File: src/rtl/mips32_prog_loader.sv
// Host-side load/run/readback controller for the pipe_MIPS32 core: streams a
// program into core memory, runs the core until HLT or timeout, then dumps registers.
module mips32_prog_loader #(
  parameter int ADDR_W    = 10,
  parameter int DUMP_REGS = 6,
  parameter int TIMEOUT   = 1024
) (
  input  logic              clk1,
  input  logic              rst,
  input  logic              cmd_valid,
  output logic              cmd_ready,
  input  logic [31:0]       cmd_data,
  input  logic              cmd_last,
  output logic              mem_we,
  output logic [ADDR_W-1:0] mem_addr,
  output logic [31:0]       mem_wdata,
  output logic              cpu_start,
  output logic              cpu_run,
  input  logic              cpu_halted,
  output logic [4:0]        reg_raddr,
  input  logic [31:0]       reg_rdata,
  output logic              dump_valid,
  input  logic              dump_ready,
  output logic [31:0]       dump_data,
  output logic [4:0]        dump_idx,
  output logic              busy,
  output logic              timeout_err,
  output logic              done
);

  localparam int RUN_W = $clog2(TIMEOUT) + 1;
  localparam logic [RUN_W-1:0] RUN_LIMIT = RUN_W'(TIMEOUT - 1);
  localparam logic [RUN_W-1:0] MASK_CYC  = RUN_W'(2);
  localparam logic [4:0]       LAST_IDX  = 5'(DUMP_REGS - 1);

  typedef enum logic [2:0] {
    IDLE, LOAD, START, RUN, DUMP_RD, DUMP_OUT, DONE
  } state_t;

  state_t              state, state_nxt;
  logic [ADDR_W-1:0]   wcnt;
  logic [ADDR_W-1:0]   wr_addr_nxt;
  logic                last_word;
  logic [RUN_W-1:0]    run_cnt;
  logic [4:0]          idx;
  logic [4:0]          idx_inc;
  logic                accept;
  logic                dump_hs;
  logic                tmo_hit;

  // wcnt holds the address of the last word written; the first word always lands at 0
  assign wr_addr_nxt = (state == IDLE) ? '0 : wcnt + ADDR_W'(1);
  assign last_word   = cmd_last | (wr_addr_nxt == '1);
  assign idx_inc     = idx + 5'd1;

  always_comb begin
    state_nxt  = state;
    cmd_ready  = 1'b0;
    cpu_start  = 1'b0;
    cpu_run    = 1'b0;
    dump_valid = 1'b0;
    busy       = 1'b1;
    done       = 1'b0;
    tmo_hit    = 1'b0;
    case (state)
      IDLE: begin
        busy      = 1'b0;
        cmd_ready = 1'b1;
      end
      LOAD:  cmd_ready = 1'b1;
      START: begin
        cpu_start = 1'b1;
        state_nxt = RUN;
      end
      RUN: begin
        cpu_run = 1'b1;
        // the first two RUN cycles may still show HALTED left over from a previous run
        if ((run_cnt >= MASK_CYC) && cpu_halted) begin
          state_nxt = DUMP_RD;
        end else if (run_cnt == RUN_LIMIT) begin
          tmo_hit   = 1'b1;
          state_nxt = DUMP_RD;
        end
      end
      DUMP_RD: state_nxt = DUMP_OUT;
      DUMP_OUT: begin
        dump_valid = 1'b1;
        if (dump_ready) state_nxt = (idx == LAST_IDX) ? DONE : DUMP_RD;
      end
      DONE: begin
        done      = 1'b1;
        state_nxt = IDLE;
      end
      default: state_nxt = IDLE;
    endcase
    accept = cmd_valid & cmd_ready;
    if (accept) state_nxt = last_word ? START : LOAD;
    dump_hs = dump_valid & dump_ready;
    // present the next index during the handshake so the one-cycle register read
    // has settled by the end of DUMP_RD
    reg_raddr = dump_hs ? idx_inc : idx;
  end

  always_ff @(posedge clk1) begin
    if (rst) begin
      state       <= IDLE;
      wcnt        <= '0;
      run_cnt     <= '0;
      idx         <= '0;
      timeout_err <= 1'b0;
      mem_we      <= 1'b0;
      mem_addr    <= '0;
      mem_wdata   <= '0;
      dump_data   <= '0;
      dump_idx    <= '0;
    end else begin
      state  <= state_nxt;
      mem_we <= accept;
      if (accept) begin
        mem_addr  <= wr_addr_nxt;
        mem_wdata <= cmd_data;
        wcnt      <= wr_addr_nxt;
      end
      if (accept && (state == IDLE)) timeout_err <= 1'b0;
      else if (tmo_hit)              timeout_err <= 1'b1;
      if (state == START)    run_cnt <= '0;
      else if (state == RUN) run_cnt <= run_cnt + RUN_W'(1);
      if (state == DUMP_RD) begin
        dump_data <= reg_rdata;
        dump_idx  <= idx;
      end
      if (dump_hs) idx <= idx_inc;
      if (state == DONE) begin
        idx     <= '0;
        wcnt    <= '0;
        run_cnt <= '0;
      end
    end
  end

endmodule

File: config.mk
export PLATFORM = sky130hd
export DESIGN_NAME = mips32_prog_loader
export DESIGN_NICKNAME = d
export VERILOG_FILES = /design/src/rtl/mips32_prog_loader.sv
export SDC_FILE = /design/constraint.sdc
export NUM_CORES = 1
export LEC_CHECK = 0
export CAP_MARGIN = 20
export CORE_MARGIN = 5
export CORE_UTILIZATION = 46
export CTS_BUF_LIST = sky130_fd_sc_hd__clkbuf_4 sky130_fd_sc_hd__clkbuf_8
export DETAILED_ROUTE_END_ITERATION = 8
export PLACE_DENSITY = 0.79
export REMOVE_ABC_BUFFERS = 1
export SYNTH_ARGS = -nofsm -noshare
export SYNTH_HDL_FRONTEND = slang
export SYNTH_SLANG_ARGS = --single-unit
File: constraint.sdc
create_clock -name clk1 -period 2.5 [get_ports clk1]
set_input_delay 0.375 -clock clk1 [delete_from_list [all_inputs] [get_ports clk1]]
set_output_delay 0.375 -clock clk1 [all_outputs]
set_load 0.005 [all_outputs]
After elaboration in Yosys (flattened, before gate mapping) --
Index checks and enable logic that the tools add are counted.
Cells by class: reductions and logical operators 8, muxes and demuxes 18, equal/unequal tests 12, bitwise logic cells 3, multiply operators 0, div/mod/pow operators 0, shift operators 0, order comparisons 1, add/sub/neg operators 3
Operators by type and width (number):
- 3-bit case mux with 5 select lines | 1
- 3-bit 2-to-1 mux | 4
- 11-bit by 1-bit adder with 11-bit output, second input constant | 1
- 11-bit by 10-bit equality test with 1-bit output, second input constant | 1
- 11-bit by 2-bit greater-or-equal comparator with 1-bit output, second input constant | 1
- 10-bit by 1-bit adder with 10-bit output, second input constant | 1
- 10-bit equality test, second input constant | 1
- 10-bit 2-to-1 mux | 1
- 3-bit equality test, second input constant | 3
- 1-bit 2-to-1 mux | 9
- 3-bit by 2-bit equality test with 1-bit output, second input constant | 2
- 2-bit OR reduction | 3
- 5-bit by 1-bit adder with 5-bit output, second input constant | 1
- 5-bit by 3-bit equality test with 1-bit output, second input constant | 1
- 5-bit 2-to-1 mux | 1
- 2-bit 2-to-1 mux | 2
- 4-bit != test, second input constant | 1
- 3-bit by 1-bit equality test with 1-bit output, second input constant | 1
- 3-bit logical NOT | 1
- 3-bit != test, second input constant | 1
- 3-bit AND reduction | 1
- 3-bit OR reduction | 1
- 1-bit bitwise AND | 2
- 1-bit logical AND | 2
- other kinds (2) | 2
Storage, ports and cells: bits of input ports 70, bits in latches 0, bits in writable memories 0, memories kept 0, logic and storage cells 55, memory bits (read-only) 0, register bits 110, output and inout bits 92

Longest topological paths before layout --
word-level depth 6, gate-level depth with buffers 7

Worst setup path before layout --
Ideal clock, no wire load.
path kind reg-to-reg, from register wcnt[0], to register state[0], buffers on the path 0, period minus slack after synthesis 1.812 ns, slack 0.688 ns, stages on the path, launching flop included 7, library setup time 0.120 ns, arrival time 1.692 ns, data required time 2.380 ns, path through dfxtp_1 > ha_1 > and2_2 > nand3_4 > o32a_1 > a211o_1 > o31a_1
On the way: longest elaborated chain between the ends 6
Ends and longest elaborated chain:
- from (decl) | line 41 | logic [ADDR_W-1:0] wcnt;
- from (signal assigned) | line 122 | wcnt <= wr_addr_nxt;
- 10-bit by 1-bit adder with 10-bit output | line 52 | assign wr_addr_nxt = (state == IDLE) ? '0 : wcnt + ADDR_W'(1);
- 10-bit 2-to-1 mux | line 52
- 10-bit equality test | line 53 | assign last_word = cmd_last | (wr_addr_nxt == '1);
- 1-bit OR | line 53
- 2-bit 2-to-1 mux | line 97 | if (accept) state_nxt = last_word ? START : LOAD;
- 3-bit 2-to-1 mux | line 97
- to (signal assigned) | line 117 | state <= state_nxt;
- to (decl) | line 40 | state_t state, state_nxt;
No other way between the ends. A chain may end at the register's enable or synchronous reset.

Worst setup path in the final report --
from input dump_ready, to output reg_raddr[3]
On the way: longest elaborated chain between the ends 2
Ends and longest elaborated chain:
- from (decl) | line 23 | input logic dump_ready,
- 1-bit bitwise AND | line 98 | dump_hs = dump_valid & dump_ready;
- 5-bit 2-to-1 mux
- to (decl) | line 20 | output logic [4:0] reg_raddr,
No other way between the ends.

==> flow_summary_export.csv <==
group,metric,value,unit
outcome,status,"completed",
route,drc,0,
global_routing,grt_use_met1,0.257,
cells_and_area,synthToLayoutAreaGrowth,42.5,%
pwr,seqPwrFrac,0.572,
global_routing,antenna_found_initial,0,
die,ios,162,
synth,netlist_area,0.00444,mm²
placement,dp.final_hpwl,8.68,mm
worst_setup_path,reg2reg_from,"wcnt[0]",
worst_setup_path,r2r_cells,6,
pwr,p_per_area,503,mW/mm²
min_path,whs_endpoint,"mem_wdata[15]",
global_routing,grt_pass1_wl,19.1,mm
sta,setup_violations,0,
synth,synth-edff-count,0,
clocking,cts.path.max_buffers,2,
synth,synthFlopType,"dfxtp_1",
cells_and_area,layout.nets,770,
cells_and_area,drive_gt1_frac,0.0672,
sta,skew,0.0123,ns
sta,hold_viol_final,0,
global_routing,top_usage_layer,"met2",
die,initial_core_util,0.476,
route,vias,4189,
clocking,cts_setup_buffers,0,
sta,worstMarginPinSlew,0.621,ns
worst_setup_path,timing.reg2reg.setup_slack,0.46,ns
worst_setup_path,critPathMaxFanout,3,
clocking,holdBufCountCts,0,
run,maxCapViolations,0,
worst_setup_path,arrival,2.05,ns
sta,slew_headroom,0.582,
die,coreArea,0.00933,mm²
clocking,cts_tree,"done",
placement,portBuffers,161,
cells_and_area,fillers,781,
min_path,hp-class,"register to register",
min_path,min_path_cells,2,
sta,final.setup.tns,0,ns
synth,ys_seq_area_frac,0.496,
cells_and_area,antennaDiodeCount,0,
pwr,p_leak,2.20,nW
die,num_rows,35,
synth,syn-instance-count,550,
pwr,netSwitchingFraction,0.247,
synth,synthDistinctLibCells,52,
route,wl_per_cell,14.4,µm
global_routing,grt_overflow_total,0,
die,fp.dieW,108,µm
pwr,worst_ir_drop_vdd,0.409,mV
die,die-area,0.0117,mm²
synth,avgSynthCellArea,8.07,µm²
global_routing,grt_max_degree,59,
cells_and_area,utilization,0.678,
sta,fmax,413,MHz
synth,synthesis.yosys.warnings,0,
worst_setup_path,cp-start-kind,"input port",
sta,grt_setup_unrepaired,"false",
placement,place_congestion,0.920,
worst_setup_path,cp-end-kind,"primary output",
cells_and_area,final_cell_mix,"162 x nand2_1, 160 x clkdlybuf4s50_1, 108 x dfxtp_1",
worst_setup_path,worstSetupPathType,"input port to primary output",
cells_and_area,final_common_cell,"nand2_1",
route,first_pass_iters,4,
worst_setup_path,critPathRequiredTime,2.12,ns
clocking,cts.sinks,110,
die,die_h,108,µm
route,drt_iter0_drc,221,
global_routing,use_met2,0.352,
sta,period_needed,2.42,ns
global_routing,grt_pass1_vias,3898,
global_routing,grt_util_met3,0.0358,
pwr,internal_power,2.40,mW
placement,placed_cell_area,0.00612,mm²
clocking,htree_levels,3,
synth,synth_seq_cells,110,
pwr,pwr-share-clk,0.313,
pwr,p_sw,785,µW
clocking,cts_buffers,9,
global_routing,track_usage,0.203,
route,ant_nets,0,
min_path,hold_path_startpoint,"mem_wdata[15]",
clocking,clockRootBuffer,"clkbuf_8",
sta,fin_crit_sh,0.968,
route,drt-total-wl,11.9,mm
synth,synthArstFlopShare,0,
route,via_per_inst,5.06,
cells_and_area,final_area,0.00632,mm²
worst_setup_path,timing.rr.end,"state[0]",
pwr,combPwrFrac,0.115,
pwr,total_power,3.18,mW
sta,final_max_slew_viol_count,0,
clocking,cts.clk_slew.worst_paths,0.10,ns
clocking,clk_latency,0.36,ns
## through the flow
step / std cells / setup slack [ns] / hold slack (ns)
after floorplan: 515 / -0.830 / 0.442
after global placement: 813 / 0.149 / 0.442
after detailed placement: 813 / 0.0901 / 0.446
after CTS: 828 / 0.00165 / 0.460
after global routing: 828 / 0.00856 / 0.480
final: 828 / 0.0790 / 0.459
## timing repair
item	4_1_cts	5_1_grt
endpoints found under the setup margin	1	4
pin swaps	0	1
gates resized for setup	2	5
## power by group through the flow
stage          clock network, mW  registers (mW)  logic [mW]
6_report                   0.995            1.82       0.366
5_1_grt                     1.11            1.83       0.398
4_1_cts                     1.03            1.82       0.369
3_5_place_dp                   0            1.86       0.367
3_3_place_gp                   0            1.86       0.361
2_1_floorplan                  0            1.86       0.111
## kinds of logic after synthesis
kind of cell / Yosys count / synth area share
AO/OA/AOI/OAI: 120 / 0.154
XOR/XNOR: 20 / 0.0395
buffers and inverters: 42 / 0.0443
flip-flops: 110 / 0.496
AND/OR/NAND/NOR: 253 / 0.252
adder cells (fa/ha/maj): 5 / 0.0141
## registers in the layout (all words and copies together), names as in the netlist
| signal | flops |
|---|---|
| mem_we | 1 |
| mem_wdata | 32 |
| timeout_err | 1 |
| state | 3 |
| run_cnt | 11 |
| dump_idx | 5 |
| idx | 5 |
| wcnt | 10 |
| mem_addr | 10 |
| dump_data | 32 |
## synthesized netlist by cell type, types with 3 or more instances
| cell | count | area (µm²) |
|---|---|---|
| nand2_1 | 162 | 608 |
| dfxtp_1 | 110 | 2200 |
| a21oi_1 | 91 | 455 |
| nor2_1 | 32 | 120 |
| clkbuf_1 | 24 | 90.1 |
| xnor2_1 | 14 | 123 |
| nand3_1 | 13 | 65.1 |
| nor3_1 | 8 | 40.0 |
| inv_1 | 6 | 22.5 |
| nor2b_1 | 6 | 37.5 |
| xor2_1 | 6 | 52.6 |
| ha_1 | 5 | 62.6 |
| nand4_1 | 5 | 31.3 |
| o21ai_0 | 5 | 25.0 |
| a22oi_1 | 4 | 30.0 |
| and3_1 | 4 | 25.0 |
| buf_1 | 4 | 15.0 |
| nor4_1 | 4 | 25.0 |
| a211oi_1 | 3 | 22.5 |
| a31oi_1 | 3 | 18.8 |
| buf_6 | 3 | 33.8 |
| nand2b_1 | 3 | 18.8 |
## critical path: stages
cell	delay [ns]
clkdlybuf4s50_1	0.54
and3_4	0.22
nand4_1	0.15
xnor2_2	0.23
clkdlybuf4s50_1	0.53
## metal layers
metal,part of all wire,vias up,wire length (µm)
met5,0,-,0
met4,0.0094,0,112
met3,0.056,8,664
met2,0.50,119,5930
met1,0.44,1939,5190
li1,-,2123,-
## worst max path at each step
stage,depth (start not counted),slack [ns],end,start
5_1_grt,5,0.009,reg_raddr[3],state[1]
3_5_place_dp,5,0.09,reg_raddr[3],dump_ready
2_1_floorplan,5,-0.83,state[1],state[2]
3_3_place_gp,5,0.15,reg_raddr[4],dump_ready
4_1_cts,5,0.002,reg_raddr[3],state[1]
6_report,5,0.08,reg_raddr[3],dump_ready
## area by class of cell
| type | count | area, µm² | share of cell area |
|---|---|---|---|
| multi-input combinational | 398 | 2070 | 0.327 |
| clock inverter | 5 | 45.0 | 0.00712 |
| inverter | 7 | 26.3 | 0.00416 |
| clock buffer | 10 | 138 | 0.0218 |
| sequential | 110 | 2210 | 0.349 |
| tap | 129 | 161 | 0.0255 |
| timing repair buffer | 169 | 1680 | 0.266 |
Note: power is estimated with default switching activity, not from simulation.
==> RTL change 1: new RTL, config.mk and constraints unchanged <==
Change the parameter `DUMP_REGS` from 6 to 4.
--- a/src/rtl/mips32_prog_loader.sv
+++ b/src/rtl/mips32_prog_loader.sv
@@ -3,5 +3,5 @@
 module mips32_prog_loader #(
   parameter int ADDR_W    = 10,
-  parameter int DUMP_REGS = 6,
+  parameter int DUMP_REGS = 4,
   parameter int TIMEOUT   = 1024
 ) (
Behaviour: no difference found for any inputs over 10 cycles, from zero or initial values and one cycle with rst high; that may be too few to reach the edited logic, so the function may still have changed.
==> RTL change 1 against the unedited design <==
Via count grew 0.14%. Sequential cell count is the same. Utilization is 0.050 points higher. Wire length rose by 1.0%. Total power down 0.28%. Worst hold slack got worse by 37 ps. Area after synthesis is 0.51% lower. Worst setup slack improved by 30 ps. Die area is 0.46% lower. Synthesized cell count down 1.1%. Cell area shrank 0.40%. Cell count shrank 0.12%. Combinational power grew 2%.
==> RTL change 1: results <==
[power_and_ir_drop]
p_clk_mw = 0.988
peakVddDrop_uv = 262
swShare_pct = 25.1
power_density_mw_per_mm2 = 504
leakagePower_nw = 2.25
power_frac_comb_pct = 11.7

[logic_synthesis]
synth_common_cells = nand2_1 (162), dfxtp_1 (110), a21oi_1 (93)
synth_cell_types = 53
synthTopCellsByArea = dfxtp_1 (50%), nand2_1 (14%), a21oi_1 (11%)
async_flop_share_pct = 0
yosysWarnings = 0
syn-instance-count = 544
yosysSeqAreaShare_pct = 49.9

[final_layout]
drive_gt1_share_pct = 7.16
largestRegisters = dump_data (32), mem_wdata (32), run_cnt (11)
register_area_mm2 = 0.00220
finalNonFillerCells = 827
fillers = 774
nNetsFinal = 767

[global_routing]
grt_max_degree = 41
grt_pass1_wl_um = 19300
grt_util_all_layers_pct = 20.4
globalRouteMet2Util_pct = 35.2
use_met1_pct = 24.5
grt_use_met3_pct = 5.97
grt_pass1_vias = 4101

[timing]
clock_skew_ps = 7.55
slew_headroom_pct = 58.3

[critical_path]
critPathMaxFanout = 9
critPathTopFamily = simple AND/OR/NAND/NOR gates
r2r-start = wcnt[3]$_SDFFE_PP0P_
crit_start = state[1]$_SDFFE_PP0P_
r2r_cells = 5

[routing]
drt-pass1-iter-count = 5
drt_first_iter_violations = 203
vias = 4195
wl_per_cell_um = 14.5

[placement]
place_area_mm2 = 0.00610
dpl.hpwl_um = 8920
placed_cells = 811
place.gp.congestion = 0.875
io_buffer_count = 161

[cts]
clk_pin_slew_ps = 110
clk_latency_ps = 360
root_buffer = clkbuf_8
cts_buffers = 9

[run_status]
outcome = finished, final reports clean

[worst_hold_path]
hold_path.class = in2reg
hold_start = rst
[RTL change 1: cell count changes in the layout (fill, tap and decap cells not counted), sizes merged, moves of 3 or more]
cell,unedited run,this run
nor2,32,28
or3,1,4
xor2,6,9
nand3,14,11
xnor2,14,10
[RTL change 1: repair_timing]
item / in CTS / in global routing
setup endpoints to repair: 3 / 3
hold buffers: 0 / 0
resized for setup: 2 / 4
setup buffers: 0 / 0
[RTL change 1: area by class of cell]
class                      count  area share, %
clock inverter                 7          0.914
timing repair buffer         171           26.8
clock buffer                   9           1.97
multi-input combinational    395           32.4
inverter                       6          0.358
tap                          129           2.56
sequential                   110           35.0
[RTL change 1: final timing paths]
kind | to | slack [ps]
max reg2reg | state[0]$_SDFFE_PP0P_ | 490
min reg2reg | mem_wdata[4]$_SDFFE_PP0P_ | 460
min | mem_wdata[6]$_SDFFE_PP0P_ | 420
max | reg_raddr[3] | 110
[RTL change 1: per-stage QoR]
stage | TNS (ps) | setup slack [ps] | hold WS, ps
2_1_floorplan | -14640 | -990 | 442
5_1_grt | -34.1 | -34.1 | 422
6_report | 0 | 109 | 422
3_3_place_gp | 0 | 140 | 441
4_1_cts | 0 | 20.5 | 402
3_5_place_dp | 0 | 70.8 | 446
[RTL change 1: cells by family (layout without fill, tap and decap cells)]
logic type	after synthesis	in the layout	share of synthesized area [%]
flip-flops	110	110	49.9
AO/OA/AOI/OAI	121	121	15.4
buffers and inverters	39	193	4.28
multiplexers	1	1	0.255
AND/OR/NAND/NOR	250	250	25.3
XOR/XNOR	19	19	3.77
adder cells (fa/ha/maj)	4	4	1.13
[RTL change 1: routing by layer]
metal,up-vias,wire length [um]
met5,-,0
met4,0,223
met3,18,1020
met2,146,5720
met1,1922,5060
li1,2109,-
==> RTL change 2: new RTL, config.mk and constraints unchanged <==
Made on the original files. Put one more register stage on the output `timeout_err`. The value now appears one clock later. The other outputs are not delayed to match.
--- a/src/rtl/mips32_prog_loader.sv
+++ b/src/rtl/mips32_prog_loader.sv
@@ -37,4 +37,6 @@
     IDLE, LOAD, START, RUN, DUMP_RD, DUMP_OUT, DONE
   } state_t;
+
+  logic timeout_err_s0;
 
   state_t              state, state_nxt;
@@ -108,5 +110,5 @@
       run_cnt     <= '0;
       idx         <= '0;
-      timeout_err <= 1'b0;
+      timeout_err_s0 <= 1'b0;
       mem_we      <= 1'b0;
       mem_addr    <= '0;
@@ -122,6 +124,6 @@
         wcnt      <= wr_addr_nxt;
       end
-      if (accept && (state == IDLE)) timeout_err <= 1'b0;
-      else if (tmo_hit)              timeout_err <= 1'b1;
+      if (accept && (state == IDLE)) timeout_err_s0 <= 1'b0;
+      else if (tmo_hit)              timeout_err_s0 <= 1'b1;
       if (state == START)    run_cnt <= '0;
       else if (state == RUN) run_cnt <= run_cnt + RUN_W'(1);
@@ -139,4 +141,8 @@
   end
 
+  always_ff @(posedge clk1) begin
+    timeout_err <= timeout_err_s0;
+  end
+
 endmodule
 
Check against the original RTL: no difference found for any inputs over 10 cycles, from zero or initial values and one cycle with rst high; that may be too few to reach the edited logic, so the function may still have changed.
==> RTL change 2 against the unedited design <==
Worst setup slack improved by 42 ps. Wire length is 0.71% lower. Combinational power is essentially flat. Total power rose by 7.0%. Die area grew 0.41%. Sequential cell count grew 1. Maximum frequency is 1.8% higher. Area after synthesis increased by 0.45%. Global-route usage shrank 0.36 points. Sequential share of layout area is 0.068 points lower. Non-clock buffer count is the same. Cell area increased by 0.99%. Critical path type unchanged. Largest cell class unchanged. Largest power group unchanged.
==> RTL change 2: results <==
[placement]
place_area_mm2 = 0.00614
place.gp.congestion = 0.925
dpl.hpwl_um = 8630
dp_slack_ps = 118
placed_cells = 818

[timing]
fin_ws_ps = 121
slew_headroom_pct = 61.0
clock_skew_ps = 6.52

[logic_synthesis]
synthMuxAreaShare_pct = 0
synth_common_cells = nand2_1 (162), dfxtp_1 (111), a21oi_1 (91)
synth_compound_area_share_pct = 15.3
synthXorXnorAreaFrac_pct = 3.93
yosysSeqAreaShare_pct = 49.8
synthAdderAreaFrac_pct = 1.40
synth_area_per_cell_um2 = 8.09
synthTopCellsByArea = dfxtp_1 (50%), nand2_1 (14%), a21oi_1 (10%)

[final_layout]
nNetsFinal = 771
fillers = 799
n_antenna_cell = 0
drive_gt1_share_pct = 6.70
finalNonFillerCells = 834

[power_and_ir_drop]
leakagePower_nw = 2.23
peakVddDrop_uv = 311
switching_power_mw = 0.767

[global_routing]
grt_pass1_vias = 3925
grt_max_degree = 67
grt_pass1_wl_um = 18800
grt_util_all_layers_pct = 19.9
antenna_found_initial = 0

[routing]
drt-pass1-iter-count = 5
viasPerCell = 5.03
drt_first_iter_violations = 222
wl_per_cell_um = 14.2

[cts]
cts_buffers = 9
post_cts_buffers = 0
cts_max_level = 3

[worst_hold_path]
hold_path.class = reg2reg

[critical_path]
worstPathArrival_ps = 2000
critPathMaxStageDelay_ps = 550
critPathMaxFanout = 3

[run_status]
outcome = finished, final reports clean
RTL change 2: cell count changes after synthesis:
cell,change
dfxtp_1,+1
RTL change 2: kinds of logic after synthesis:
family	Yosys count
AOI/OAI and AO/OA	120
xor gates and xnor gates	20
adders and majority gates	5
DFF	111
and+or+nand+nor	253
buffers and inverters	42
RTL change 2: worst max-delay path, delay by kind of cell:
kind	cells	cell delay [ps]
xor+xnor	1	210
buf+inv	2	1080
simple gates	2	330
RTL change 2: area by class of cell:
type | instances | area (um^2) | area share [%]
Sequential cell | 111 | 2220 | 34.8
Inverter | 7 | 26.3 | 0.411
Multi-Input combinational cell | 398 | 2060 | 32.2
Clock buffer | 12 | 153 | 2.39
Timing Repair Buffer | 169 | 1680 | 26.3
Clock inverter | 4 | 77.6 | 1.21
Tap cell | 133 | 166 | 2.61
RTL change 2: routing by layer:
metal | global-route usage (%) | up-vias | routed length (um)
li1 | - | 2127 | -
met1 | 24.2 | 1918 | 5110
met2 | 34.4 | 129 | 5820
met3 | 2.93 | 23 | 608
met4 | 9.47 | 0 | 279
met5 | 0 | - | 0
RTL change 2: timing repair:
item | CTS | global route
resized for setup | 1 | 4
cloned | 0 | 0
endpoints found under the setup margin | 2 | 4
pin swaps | 0 | 1
RTL change 2: power groups by stage:
stage | clock network, mW | registers, mW | logic, mW
after global placement | 0 | 1.87 | 0.361
final | 1.20 | 1.84 | 0.365
after floorplan | 0 | 1.87 | 0.111
after CTS | 1.25 | 1.83 | 0.369
after global routing | 1.31 | 1.84 | 0.397
after detailed placement | 0 | 1.88 | 0.366
RTL change 2: path summary, 6_finish.rpt:
kind,slack [ps],cells past startpoint,to,from
max,120,5,reg_raddr[4],dump_ready
max reg2reg,470,6,state[0]$_SDFFE_PP0P_,wcnt[0]$_SDFFE_PP0P_
min reg2reg,370,0,timeout_err$_DFF_P_,timeout_err_s0$_SDFFE_PP0P_
min,370,0,timeout_err$_DFF_P_,timeout_err_s0$_SDFFE_PP0P_
